[config.mk]
export PLATFORM = sky130hd
export DESIGN_NAME = br_redirect_ctrl
export DESIGN_NICKNAME = d
export VERILOG_FILES = /design/src/rtl/br_redirect_ctrl.sv
export SDC_FILE = /design/constraint.sdc
export NUM_CORES = 1
export LEC_CHECK = 0
export BUFFER_PORTS_ARGS = -buffer_cell sky130_fd_sc_hd__buf_2
export CAP_MARGIN = 20
export CORE_MARGIN = 5
export CORE_UTILIZATION = 28
export CTS_CLUSTER_DIAMETER = 150
export CTS_CLUSTER_SIZE = 24
export DETAILED_ROUTE_END_ITERATION = 16
export HOLD_SLACK_MARGIN = 0.08
export MAX_ROUTING_LAYER = met4
export RECOVER_POWER = 25
export SYNTH_ARGS = -nofsm -noshare
export SYNTH_HDL_FRONTEND = slang
export SYNTH_SLANG_ARGS = --single-unit
export TNS_END_PERCENT = 50
[constraint.sdc]
create_clock -name clk_in -period 1.9 [get_ports clk_in]
set_input_delay 0.285 -clock clk_in [delete_from_list [all_inputs] [get_ports clk_in]]
set_output_delay 0.285 -clock clk_in [all_outputs]
set_load 0.1 [all_outputs]
[src/rtl/br_redirect_ctrl.sv]
// Branch redirect controller. Sits after the branch FU in EXE and turns each
// resolved control transfer into one of three outcomes:
//   - the prediction was correct: nothing happens;
//   - the prediction was wrong: IF/ID is flushed, then a redirect is sent to fetch;
//   - the target is misaligned: an exception request is sent to the trap logic.
// It also keeps saturating counts of branches and mispredicts.
// Every output is a register, so no input reaches an output combinationally.
module br_redirect_ctrl #(
  parameter int PC_SZ     = 32,
  parameter int FLUSH_CYC = 2,
  parameter int CNT_SZ    = 32
) (
  input  logic              clk_in,
  input  logic              reset_in,
  input  logic              exe_valid_in,
  output logic              exe_rdy_out,
  input  logic              is_br_in,
  input  logic [PC_SZ-1:0]  pc_in,
  input  logic [PC_SZ-1:0]  br_pc_in,
  input  logic [PC_SZ-1:0]  pred_pc_in,
  input  logic              mis_in,
  input  logic              kill_in,
  output logic              flush_out,
  output logic              redir_valid_out,
  output logic [PC_SZ-1:0]  redir_pc_out,
  input  logic              redir_ack_in,
  output logic              exc_valid_out,
  output logic [PC_SZ-1:0]  exc_pc_out,
  output logic [PC_SZ-1:0]  exc_tval_out,
  input  logic              exc_ack_in,
  output logic [CNT_SZ-1:0] br_cnt_out,
  output logic [CNT_SZ-1:0] mispred_cnt_out
);

  // Flush length. A value of 0 is raised to 1 and the value is limited to the
  // 4-bit counter range.
  localparam logic [3:0] FLUSH_LD = (FLUSH_CYC < 1)  ? 4'd1  :
                                    (FLUSH_CYC > 15) ? 4'd15 : 4'(FLUSH_CYC);

  typedef enum logic [1:0] {IDLE, FLUSH, REDIR, EXC} state_t;

  state_t     state;
  logic [3:0] flush_cnt;
  logic       take_br;

  // A branch-class instruction is taken only when ready is already high and no
  // kill is present. Because ready is a register, accept never has a path to an output.
  assign take_br = (state == IDLE) & exe_valid_in & exe_rdy_out & is_br_in & ~kill_in;

  // Sequencer. The next state and all registered outputs are produced together.
  always_ff @(posedge clk_in or negedge reset_in) begin
    if (!reset_in) begin
      state           <= IDLE;
      exe_rdy_out     <= 1'b1;
      flush_out       <= 1'b0;
      redir_valid_out <= 1'b0;
      exc_valid_out   <= 1'b0;
      redir_pc_out    <= '0;
      exc_pc_out      <= '0;
      exc_tval_out    <= '0;
      flush_cnt       <= '0;
      br_cnt_out      <= '0;
      mispred_cnt_out <= '0;
    end else if (kill_in) begin
      // Kill always wins. The controller drops to IDLE, and ready stays low for
      // one cycle because the kill is seen through this register.
      state           <= IDLE;
      exe_rdy_out     <= 1'b0;
      flush_out       <= 1'b0;
      redir_valid_out <= 1'b0;
      exc_valid_out   <= 1'b0;
      flush_cnt       <= '0;
    end else begin
      case (state)
        IDLE: begin
          exe_rdy_out <= 1'b1;
          if (take_br) begin
            if (br_cnt_out != '1) br_cnt_out <= br_cnt_out + 1'b1;
            if (mis_in) begin
              state         <= EXC;
              exe_rdy_out   <= 1'b0;
              exc_valid_out <= 1'b1;
              flush_out     <= 1'b1;
              exc_pc_out    <= pc_in;
              exc_tval_out  <= br_pc_in;
            end else if (br_pc_in != pred_pc_in) begin
              state        <= FLUSH;
              exe_rdy_out  <= 1'b0;
              flush_out    <= 1'b1;
              redir_pc_out <= br_pc_in;
              flush_cnt    <= FLUSH_LD;
              if (mispred_cnt_out != '1) mispred_cnt_out <= mispred_cnt_out + 1'b1;
            end
          end
        end
        FLUSH: begin
          if (flush_cnt <= 4'd1) begin
            state           <= REDIR;
            flush_out       <= 1'b0;
            redir_valid_out <= 1'b1;
            flush_cnt       <= '0;
          end else begin
            flush_cnt <= flush_cnt - 1'b1;
          end
        end
        REDIR: begin
          if (redir_ack_in) begin
            state           <= IDLE;
            redir_valid_out <= 1'b0;
            exe_rdy_out     <= 1'b1;
          end
        end
        EXC: begin
          if (exc_ack_in) begin
            state         <= IDLE;
            exc_valid_out <= 1'b0;
            flush_out     <= 1'b0;
            exe_rdy_out   <= 1'b1;
          end
        end
        default: state <= IDLE;
      endcase
    end
  end

endmodule

Word level (Yosys, flattened, before mapping):

Cells that the tools add are included.

* latch bits: 0
* memories kept: 0
* bits in writable memories: 0
* bits in registers: 170
* input port bits: 104
* memory bits (read-only): 0

* reduce and logical (&&, ||, !) cells: 16
* shift operators: 0
* multiply operators: 0
* $lt $le $gt $ge: 1
* equality and inequality tests: 14
* bitwise gates (word level): 6
* $add $sub $neg: 3
* divide/modulo/power cells: 0
* muxes and demuxes: 36

Operators with widths (count)
* 32-bit by 1-bit adder with 32-bit output, second input constant: 2
* 32-bit != test, second input constant: 2
* 32-bit != test: 1
* 4-bit two-way mux: 5
* 1-bit two-way mux: 18
* 3-bit != test, second input constant: 6
* 4-bit AND reduction: 4
* 5-bit AND reduction: 3
* 2-bit two-way mux: 7
* 3-bit nonzero test: 3
* 2-bit case mux with 4 select lines: 1
* 4-bit case mux with 2 select lines: 1
* 4-bit nonzero test: 2
* 1-bit case mux with 3 select lines: 2
* 3-bit AND reduction: 2
* 6-bit AND reduction: 1
* 1-bit bitwise AND: 4
* 2-bit equality test, second input constant: 2
* 4-bit by 1-bit less-or-equal comparator with 1-bit output, second input constant: 1
* 4-bit by 3-bit != test with 1-bit output, second input constant: 1
* 1-bit case mux with 2 select lines: 2
* 4-bit by 1-bit subtractor with 4-bit output, second input constant: 1
* 3-bit by 2-bit != test with 1-bit output, second input constant: 1
* 2-bit by 1-bit equality test with 1-bit output, second input constant: 1
* other kinds (2): 3

Depth between registers and ports, before layout:

* depth after elaboration: 8
* mapped depth: 8
* mapped depth without buffers: 8

Least setup slack after synthesis:

No wires, ideal clock.

* path kind: reg-to-reg
* start point: register mispred_cnt_out[0]
* end point: register mispred_cnt_out[1]
* path slack: -0.807 ns
* arrival: 2.579 ns
* cell stages (with the launch flop): 9
* period minus slack after synthesis: 2.707 ns
* setup time: 0.128 ns
* data required time: 1.772 ns
* buffers on the path: 2
* cells stage by stage: dfrtp_1 -> ha_1 -> and4_1 -> buf_2 -> nand4_1 -> or3_1 -> buf_2 -> nand2_2 -> mux2_1

* cells in the longest elaborated chain, start to end: 2

RTL lines
* start: declaration: RTL line 32 `output logic [CNT_SZ-1:0] mispred_cnt_out`
* start signal: assignment: RTL line 92 `if (mispred_cnt_out != '1) mispred_cnt_out <= mispred_cnt_out + 1'b1;`
* branches (longest 2 deep; another with 32-bit by 1-bit adder with 32-bit output)

Several ways; the timed one is not identified.
A chain may end at the register's enable or synchronous reset.

Worst setup path after layout:

* start point: register exe_rdy_out
* end point: register br_cnt_out[28]

* cells in the longest elaborated chain, start to end: 4

RTL lines
* start: declaration: RTL line 16 `output logic exe_rdy_out,`
* start signal: assignment: RTL line 54 `exe_rdy_out <= 1'b1;`
* start signal: assignment: RTL line 68 `exe_rdy_out <= 1'b0;`
* start signal: assignment: RTL line 76 `exe_rdy_out <= 1'b1;`
* 1-bit bitwise AND (3 in a row): RTL line 48 `assign take_br = (state == IDLE) & exe_valid_in & exe_rdy_out & is_br_in & ~kill_in;`
* 4-bit AND reduction (no line)
* end signal: assignment: RTL line 78 `if (br_cnt_out != '1) br_cnt_out <= br_cnt_out + 1'b1;`
* end: declaration: RTL line 31 `output logic [CNT_SZ-1:0] br_cnt_out,`

No other way between the ends.

==> reports/qor.csv <==
metric;value;unit
status;finished, violations left;
violations;negative setup slack;
synth_cells;614;
r2r_slack;-0.11;ns
synthTopCellsByArea;dfrtp_1, mux2_2, xnor2_1;
grt_pass1_wl;38.36;mm
hold_path_class;primary input to register;
finClkSkew;0.01737;ns
clock-sinks;170;
hold-path-cell-count;2;
die_w;176.2;um
die_area;31030;um^2
cp.required;2.24;ns
synth-async-reset-ratio;100.0;%
synthTopCellsByCount;dfrtp_1, mux2_2, xnor2_1;
path_clk_slew;0.08;ns
numPortBuffers;267;
worstHoldStart;pc_in[0];
p_per_area;1255;nW/um^2
ant_nets;0;
io_pins;268;
worst-setup-path-type;register to register;
layoutNonFillerInstCount;1426;
cp_max_fo;4;
grt_pass1_vias;7026;
critPathLaunchType;register;
rsz0062_at_grt;yes;
drtIter0Drc;262;
clk_latency;0.43;ns
track_usage;16.00;%
vias;6434;
max_slew.worst_pin.slew;1.231;ns
firstDrtPassIters;4;
place_congestion;0.8186;
synth_largest_area_cell;dfrtp_1;
row_count;60;
yosys.area.top_type_share;54.70;%
antenna_found_initial;2;
die_height;176.2;um
syn_to_final_growth;56.48;%
rr_startpoint;exe_rdy_out;
power;0.01518;W
fmax;498.1;MHz
place_hpwl;17.82;mm
wl_per_cell;17.32;um
setup_ws;-0.1075;ns
setup-violations-final;108;
syn_area_per_cell;12.59;um^2
cp.arrival;2.35;ns
synth_edf_count;0;
reg2reg_depth;7;
root_buffer;clkbuf_16;
finalCritPeriodShare;105.7;%
synth_ff_type;dfrtp_1;
maxCapViolCount;0;
holdPathEnd;exc_pc_out[0];
start_util;28.53;%
ys_ff_latch;170;
grt_start_max_net_pins;49;
dp_cells;1344;
syn-num-nets;722;
fp.coreArea;27100;um^2
period_minus_slack;2.007;ns
slew_viol_final;0;
reg2reg_to;br_cnt_out[28];
drt-total-wl;24.70;mm
leakage;5.813;nW
slew_headroom;17.91;%
end_kind;register;
layout.nets;1147;
htreeDepth;4;
drc_errors;0;
avgViaCountPerCell;4.512;
ir_worst_vdd;0.9164;mV
overflow;0;
yosysMostFrequentCell;dfrtp_1;
cts_tree;yes;
yosysWarnings;0;
layout-drive-gt1-share;62.64;%
seq_area_frac_synth;55.04;%
hold_violations;0;
cts.path.max_buffers;2;
numCtsBuffers;17;
syn_area;7731;um^2
synth_cell_type_count;55;
-- worst max-delay path by stage --
stage                        startpoint                  end  slack [ns]  depth (start not counted)
after CTS                   exe_rdy_out       br_cnt_out[28]       -0.12                          7
final                       exe_rdy_out       br_cnt_out[28]       -0.11                          7
after global placement    pred_pc_in[2]  mispred_cnt_out[12]       -0.37                          9
after global routing        exe_rdy_out  mispred_cnt_out[17]       -0.23                          8
after floorplan             exe_rdy_out     redir_pc_out[13]       -0.26                          7
after detailed placement  pred_pc_in[2]  mispred_cnt_out[14]       -0.46                          9
-- flip-flops by register name, indices dropped and copies added (netlist names) --
signal	cells
state	2
exc_pc_out	32
exc_tval_out	32
flush_cnt	4
exc_valid_out	1
redir_valid_out	1
redir_pc_out	32
br_cnt_out	32
mispred_cnt_out	32
exe_rdy_out	1
flush_out	1
-- per-stage QoR --
step / setup TNS, ns / util, % / hold slack (ns) / cell area [um^2] / setup WS (ns)
final: -4.688 / 44.64 / 0.09786 / 12100 / -0.1075
after global routing: -18.50 / 44.64 / 0.09014 / 12100 / -0.2286
after CTS: -3.408 / 43.67 / 0.08187 / 11830 / -0.1205
after detailed placement: -30.89 / 39.08 / 0.2604 / 10590 / -0.4626
after global placement: -24.10 / 39.08 / 0.2605 / 10590 / -0.3690
after floorplan: -26.40 / - / -0.01059 / 8001 / -0.2556
-- cells in the final DEF, fill, tap and decap left out, types with 11 or more instances in the layout --
master,count
dfrtp_2,33
xnor2_1,66
nand3_2,11
nor2_1,16
dfrtp_1,105
nand2_1,32
nand3_1,19
buf_4,105
xor2_1,23
buf_2,265
clkbuf_16,19
mux2_2,64
mux2_4,33
nand4_1,27
dfrtp_4,31
dlygate4sd3_1,27
-- cell families (layout without fill, tap and decap cells) --
family	after synthesis	in the layout	synth area share (%)
AOI/OAI and AO/OA	33	33	3.156
xor gates and xnor gates	93	93	10.54
adders and majority gates	4	4	0.6474
buffers and inverters	26	464	1.586
DFF	170	170	55.04
muxes	97	97	14.23
other	0	2	0
and+or+nand+nor	191	191	14.81
-- critical path, cell delays in order (launching register included) --
cell and delay (ns):
dfstp_4 0.62, nand4b_1 0.17, nor3_4 0.18, buf_6 0.15
nand2_4 0.06, or4_4 0.49, nor2_4 0.11, xor2_1 0.15
-- per-layer routing --
metal / GRT usage, % / share of wire [%] / vias to the layer above
li1: - / - / 3041
met1: 19.72 / 43 / 3206
met2: 27.07 / 51 / 165
met3: 3.255 / 4.0 / 22
met4: 3.964 / 1.5 / 0
met5: - / 0 / -
-- where the power goes --
group | leakage [nW] | internal, W | switching, W
logic | 3.45 | 0.00140 | 0.00573
registers | 2.09 | 0.00429 | 0.000370
clock network | 0.271 | 0.00175 | 0.00165
-- timing repair --
action,4_1_cts,5_1_grt
resized for setup,50,46
cloned,3,2
hold buffers,27,0
endpoints found under the setup margin,131,150
pin swaps,16,25
hold endpoints to repair,63,0
buffers inserted,12,4
-- area by class of cell --
type / count / area (um^2)
fillers: 2532 / 15000
flip-flops and latches: 170 / 4417
multi-input cells: 418 / 3821
repair buffers: 424 / 2795
well taps: 372 / 465.4
clock buffers: 19 / 432.9
clock inverters: 13 / 131.4
inverters: 8 / 30.03
diodes: 2 / 5.005
Note: power is estimated with default switching activity, not from simulation.
